`src/rtl/data_mem_arbiter_pkg.sv`:
```
// Shared definitions for the data memory arbiter: FSM states, word access code
// and the default accelerator window length.
package data_mem_arbiter_pkg;

    typedef enum logic [1:0] {
        IDLE      = 2'd0,
        ACC_BURST = 2'd1,
        CPU_SLOT  = 2'd2
    } arbState_t;

    localparam logic [2:0] WORD_FUNC3         = 3'b010;
    localparam int         DEFAULT_MAX_WINDOW = 16;

endpackage

```
`src/rtl/data_mem_arbiter_burst_addr_gen.sv`:
```
// Burst bookkeeping: latched base/length/direction, beat index, window counter
// and the flags the arbiter FSM needs to schedule beats and CPU slots.
module data_mem_arbiter_burst_addr_gen
    import data_mem_arbiter_pkg::*;
#(
    parameter int MAX_WINDOW = DEFAULT_MAX_WINDOW
) (
    input  logic        clk,
    input  logic        reset,
    input  logic        start_i,
    input  logic [31:0] base_i,
    input  logic [7:0]  len_i,
    input  logic        we_i,
    input  logic        advance_i,
    input  logic        windowClear_i,
    output logic [31:0] addr_o,
    output logic        we_o,
    output logic        lastBeat_o,
    output logic        windowFull_o
);

    localparam logic [7:0] WIN_MAX  = 8'(MAX_WINDOW);
    localparam logic [7:0] WIN_LAST = 8'(MAX_WINDOW - 1);

    logic [31:0] base_q, base_d;
    logic [7:0]  len_q, len_d;
    logic        we_q, we_d;
    logic [7:0]  beatIdx_q, beatIdx_d;
    logic [7:0]  window_q, window_d;

    always_comb begin
        base_d    = base_q;
        len_d     = len_q;
        we_d      = we_q;
        beatIdx_d = beatIdx_q;
        window_d  = window_q;
        if (start_i) begin
            base_d    = base_i;
            len_d     = len_i;
            we_d      = we_i;
            beatIdx_d = 8'd0;
            window_d  = 8'd0;
        end else begin
            if (advance_i) begin
                beatIdx_d = beatIdx_q + 8'd1;
            end
            // The window saturates so a late CPU request still gets its slot.
            if (windowClear_i) begin
                window_d = 8'd0;
            end else if (advance_i && (window_q != WIN_MAX)) begin
                window_d = window_q + 8'd1;
            end
        end
    end

    always_ff @(posedge clk) begin
        if (reset) begin
            base_q    <= 32'd0;
            len_q     <= 8'd0;
            we_q      <= 1'b0;
            beatIdx_q <= 8'd0;
            window_q  <= 8'd0;
        end else begin
            base_q    <= base_d;
            len_q     <= len_d;
            we_q      <= we_d;
            beatIdx_q <= beatIdx_d;
            window_q  <= window_d;
        end
    end

    assign addr_o       = base_q + {22'd0, beatIdx_q, 2'b00};
    assign we_o         = we_q;
    assign lastBeat_o   = (beatIdx_q == (len_q - 8'd1));
    assign windowFull_o = (window_q >= WIN_LAST);

endmodule

```
`src/rtl/data_mem_arbiter.sv`:
```
// Arbitrates the single data memory port between the CPU MEM stage and the
// GEMM accelerator DMA, giving the CPU a slot every MAX_WINDOW burst beats.
module data_mem_arbiter
    import data_mem_arbiter_pkg::*;
#(
    parameter int MAX_WINDOW = DEFAULT_MAX_WINDOW
) (
    input  logic        clk,
    input  logic        reset,
    input  logic        cpu_req,
    input  logic        cpu_we,
    input  logic [31:0] cpu_addr,
    input  logic [31:0] cpu_wdata,
    input  logic [2:0]  cpu_func3,
    output logic [31:0] cpu_rdata,
    output logic        cpu_stall,
    input  logic        acc_req,
    input  logic        acc_we,
    input  logic [31:0] acc_addr,
    input  logic [7:0]  acc_len,
    input  logic [31:0] acc_wdata,
    output logic        acc_gnt,
    output logic        acc_beat,
    output logic [31:0] acc_rdata,
    output logic        acc_done,
    output logic [31:0] mem_addr,
    output logic [31:0] mem_wdata,
    output logic        mem_we,
    output logic        mem_re,
    output logic [2:0]  mem_func3,
    input  logic [31:0] mem_rdata
);

    arbState_t state_q, state_d;

    logic        burstStart;
    logic        burstAdvance;
    logic        windowClear;
    logic [31:0] beatAddr;
    logic        burstWe;
    logic        lastBeat;
    logic        windowFull;

    data_mem_arbiter_burst_addr_gen #(
        .MAX_WINDOW(MAX_WINDOW)
    ) u_addrGen (
        .clk          (clk),
        .reset        (reset),
        .start_i      (burstStart),
        .base_i       (acc_addr),
        .len_i        (acc_len),
        .we_i         (acc_we),
        .advance_i    (burstAdvance),
        .windowClear_i(windowClear),
        .addr_o       (beatAddr),
        .we_o         (burstWe),
        .lastBeat_o   (lastBeat),
        .windowFull_o (windowFull)
    );

    always_ff @(posedge clk) begin
        if (reset) begin
            state_q <= IDLE;
        end else begin
            state_q <= state_d;
        end
    end

    // Reset gates every strobe combinationally so an aborted burst ends the same cycle.
    always_comb begin
        state_d      = state_q;
        mem_addr     = cpu_addr;
        mem_wdata    = cpu_wdata;
        mem_func3    = cpu_func3;
        mem_we       = 1'b0;
        mem_re       = 1'b0;
        cpu_stall    = 1'b0;
        acc_gnt      = 1'b0;
        acc_beat     = 1'b0;
        acc_done     = 1'b0;
        burstStart   = 1'b0;
        burstAdvance = 1'b0;
        windowClear  = 1'b0;
        if (!reset) begin
            unique case (state_q)
                IDLE: begin
                    if (cpu_req) begin
                        mem_we = cpu_we;
                        mem_re = !cpu_we;
                    end else if (acc_req) begin
                        acc_gnt = 1'b1;
                        if (acc_len == 8'd0) begin
                            acc_done = 1'b1;
                        end else begin
                            burstStart = 1'b1;
                            state_d    = ACC_BURST;
                        end
                    end
                end
                ACC_BURST: begin
                    mem_addr     = beatAddr;
                    mem_wdata    = acc_wdata;
                    mem_func3    = WORD_FUNC3;
                    mem_we       = burstWe;
                    mem_re       = !burstWe;
                    acc_beat     = 1'b1;
                    cpu_stall    = cpu_req;
                    burstAdvance = 1'b1;
                    if (lastBeat) begin
                        acc_done = 1'b1;
                        state_d  = IDLE;
                    end else if (windowFull && cpu_req) begin
                        windowClear = 1'b1;
                        state_d     = CPU_SLOT;
                    end
                end
                CPU_SLOT: begin
                    if (cpu_req) begin
                        mem_we = cpu_we;
                        mem_re = !cpu_we;
                    end
                    state_d = ACC_BURST;
                end
                default: begin
                    state_d = IDLE;
                end
            endcase
        end
    end

    assign cpu_rdata = mem_rdata;
    assign acc_rdata = mem_rdata;

endmodule

```
`config.mk`:
```
export PLATFORM = sky130hd
export DESIGN_NAME = data_mem_arbiter
export DESIGN_NICKNAME = d
export VERILOG_FILES = /design/src/rtl/data_mem_arbiter_pkg.sv /design/src/rtl/data_mem_arbiter_burst_addr_gen.sv /design/src/rtl/data_mem_arbiter.sv
export SDC_FILE = /design/constraint.sdc
export NUM_CORES = 1
export LEC_CHECK = 0
export ABC_AREA = 1
export CAP_MARGIN = 15
export CORE_AREA = 2 2 122 124
export CTS_CLUSTER_DIAMETER = 120
export DETAILED_ROUTE_END_ITERATION = 10
export DIE_AREA = 0 0 124 126
export PLACE_DENSITY = 0.89
export SYNTH_ARGS = -nofsm -noshare
export SYNTH_HDL_FRONTEND = slang
export SYNTH_HIERARCHICAL = 1
export SYNTH_SLANG_ARGS = --single-unit
export TNS_END_PERCENT = 100
```
`constraint.sdc`:
```
create_clock -name clk -period 4.5 [get_ports clk]
set_clock_uncertainty 0.05 [all_clocks]
set_input_delay 0.45 -clock clk [delete_from_list [all_inputs] [get_ports clk]]
set_output_delay 0.45 -clock clk [all_outputs]
set_load 0.05 [all_outputs]
```
==> metrics <==
final period demand of the worst path=3.700 ns; post-route design area=7281 sq um; clock insertion delay at the later pin of the skew report=0.33 ns; number of hold violations in the final report=0; static leakage=~3.4 nW; setup repair after global routing missed its margin=false; H-tree depth=3; Warnings, synthesis=6; combined area of the multi-input logic cells=a little over 3000 sq um; path type of the worst setup path=reg2out; vias per cell=around 4.8; sequential area share after synthesis=22.62%; share of the synthesized area in the top cell type=30.91%; number of placed I/O pins=314; die footprint=between 15000 and 20000 sq um; post-route fraction of the period consumed by the critical path=82.23%; total via count after detailed routing=6040; count of final max-slew check failures=0; initial cell density of the core=between 30% and 40%; Post-Syn Area=5221 sq um; VDD IR max=between 0.0002 and 0.00025 V; clock-pin slew reported for the worst setup and hold paths after clock tree synthesis=approximately 0.06 ns; num rows=44; router iterations before antenna repair=5; total setup violations reported at the end of the flow=0; total instance count after detailed placement=1231; Power, Total=1.931 mW; maximum net fanout on the critical path=6; total overflow reported by the global router=0; Port Buffer Count=217; Max-Slew Margin vs Limit=39.49%; cells along the critical path=ha_1, inv_1, fa_1, inv_1, nand3_1, nand3_1, nand2_1, nand2_1, nand2_1, nand2_1, nand2_1, nand2_1, nand2_1, nand2_1, clkdlybuf4s50_1; post-synthesis cell type count=31; count of fill cells added during filler insertion=1453; library cell with the largest summed area after synthesis=nand2_1; slowest cell on the critical path=clkdlybuf4s50_1; vias in the first global route=5904; Max Clock Freq=270.2 MHz; final-layout setup total negative slack=0 ns; Sequential Area=between 1000 and 1500 sq um; Top cell by count, worst path=nand2_1; cell chosen for the clock root=clkbuf_16; DRC violations left=0; number of max-capacitance violations reported=0; kind of start point of the critical path=register; syn_area_per_cell=5.675 sq um; Post-DRT Antenna Nets=0; Syn Nets=1110; cell area power density=265.2 nW/um^2; Data arrival, critical path=3.20 ns; number of antenna diodes=0; area delta synth->final=39.44%; non-filler cells in the finished layout=roughly 1.2k; maximum root-to-sink buffer count=2; largest net degree at the start of global routing=78; average wire length per cell after detail routing=~16 microns; required time worst endpoint=4.00 ns; first-pass GRT wire length=29700 microns; Tightest Pin Transition=0.9076 ns; slowest stage delay, CP=0.80 ns; total core area=between 10000 and 15000 sq um; run status=completed; area of placed instances=6979 sq um; Top delay family on crit path=buffers and inverters; capturing element type of the critical path=primary output; number of design-rule violations left by the first detailed-router iteration=443; post-synthesis instance total=between 900 and 1k; clock tree from TritonCTS=built; Total Routing Usage GR=24.65%; #FFs+latches synth=59; width of the die=124 microns; share of final-layout standard cells stronger than drive strength 1=5.550%; class of the worst hold path=reg2reg; Post-CTS Setup Bufs=0; initial antenna violation count=0; Synth area leaders=nand2_1, dfxtp_1, buf_4; Post-CTS Hold Buffers=0; buffers and inverters on the worst path=3; # resized after CTS=0; height of the die=126 microns; total wire length=20000 microns; worst hold margin=0.4206 ns; number of buffers created by CTS=9; CTS Sinks=59; Layout Nets=1248; total half-perimeter wirelength after legalization and detailed placement=15910 microns; GP Congestion=roughly 0.91
## power breakdown
part	total [mW]	leakage [nW]	switching [mW]	internal [mW]
clock	0.689	0.142	0.258	0.432
sequential	0.561	0.479	0.0199	0.541
combinational	0.680	2.78	0.414	0.266
total	1.93	3.40	0.692	1.24
## registers in the layout (all words and copies together), names as in the netlist
register and count:
u_addrGen/beatIdx_q 8, u_addrGen/we_o 1, u_addrGen/base_q 32, u_addrGen/window_q 8, u_addrGen/len_q 8, state_q 2
## logic make-up after synthesis
family	synth area share, %
AND/OR/NAND/NOR	46.13
XOR/XNOR	3.187
AO/OA/AOI/OAI	6.950
adder cells (fa/ha/maj)	3.259
buffers and inverters	17.85
flip-flops	22.62
## Yosys cell counts, drive strengths merged
master / number
nand2: 434
nor2: 89
buf: 83
inv: 78
dfxtp: 59
a21oi: 41
nand3: 39
a211oi: 14
xor2: 13
clkbuf: 12
ha: 12
nand3b: 11
nand4: 9
o21ai: 7
nor3: 6
xnor2: 6
or2: 2
a22oi: 1
and2: 1
fa: 1
nor3b: 1
o22ai: 1
## layer usage
metal | track usage [%] | routed length [microns] | up-vias
li1 | - | - | 3055
met1 | 28.10 | 7550 | 2674
met2 | 44.21 | 9861 | 280
met3 | 7.337 | 2204 | 31
met4 | 6.675 | 384 | 0
met5 | 0 | 0 | -
## final cells by class
class,count,area share [%]
clock buffer,9,3.093
multi-input combinational,688,42.72
clock inverter,7,1.048
sequential,59,16.22
inverter,78,4.021
tap,184,3.162
timing repair buffer,222,29.73
## placed cells by master (no fill, tap or decap), types with 12 or more instances in the layout
master             n
nand2_1          430
clkdlybuf4s50_1  200
nor2_1            82
inv_1             72
dfxtp_1           59
a21oi_1           41
nand3_1           37
buf_4             21
a211oi_1          14
xor2_1            13
ha_1              12
## worst paths after layout
path,from,end,slack (ns),cells after the start
max,u_addrGen/beatIdx_q[0]$_SDFFE_PP0P_,mem_addr[24],0.80,15
min,u_addrGen/base_q[8]$_SDFFE_PP0P_,u_addrGen/base_q[8]$_SDFFE_PP0P_,0.42,2
max reg2reg,state_q[0]$_SDFFE_PP0P_,u_addrGen/beatIdx_q[7]$_SDFFE_PP0P_,2.19,13
min reg2reg,u_addrGen/base_q[8]$_SDFFE_PP0P_,u_addrGen/base_q[8]$_SDFFE_PP0P_,0.42,2
## worst register-to-register path, cell delays in order (launching register included)
cell	delay, ns
dfxtp_1	0.34
inv_2	0.06
nor2_4	0.11
inv_2	0.07
nor2_4	0.09
buf_4	0.64
nand2_1	0.12
nor2_1	0.16
nand2_1	0.08
nor2_1	0.17
nand3_1	0.15
nand2_1	0.10
nand2_1	0.05
nor2_1	0.07
## per-stage QoR
stage	setup slack, ns	util, %
5_1_grt	0.5812	50.87
4_1_cts	0.8079	50.87
3_3_place_gp	1.212	48.76
3_5_place_dp	1.164	48.76
2_1_floorplan	1.940	-
6_report	0.7996	50.87
Note: power is estimated with default switching activity, not from simulation.
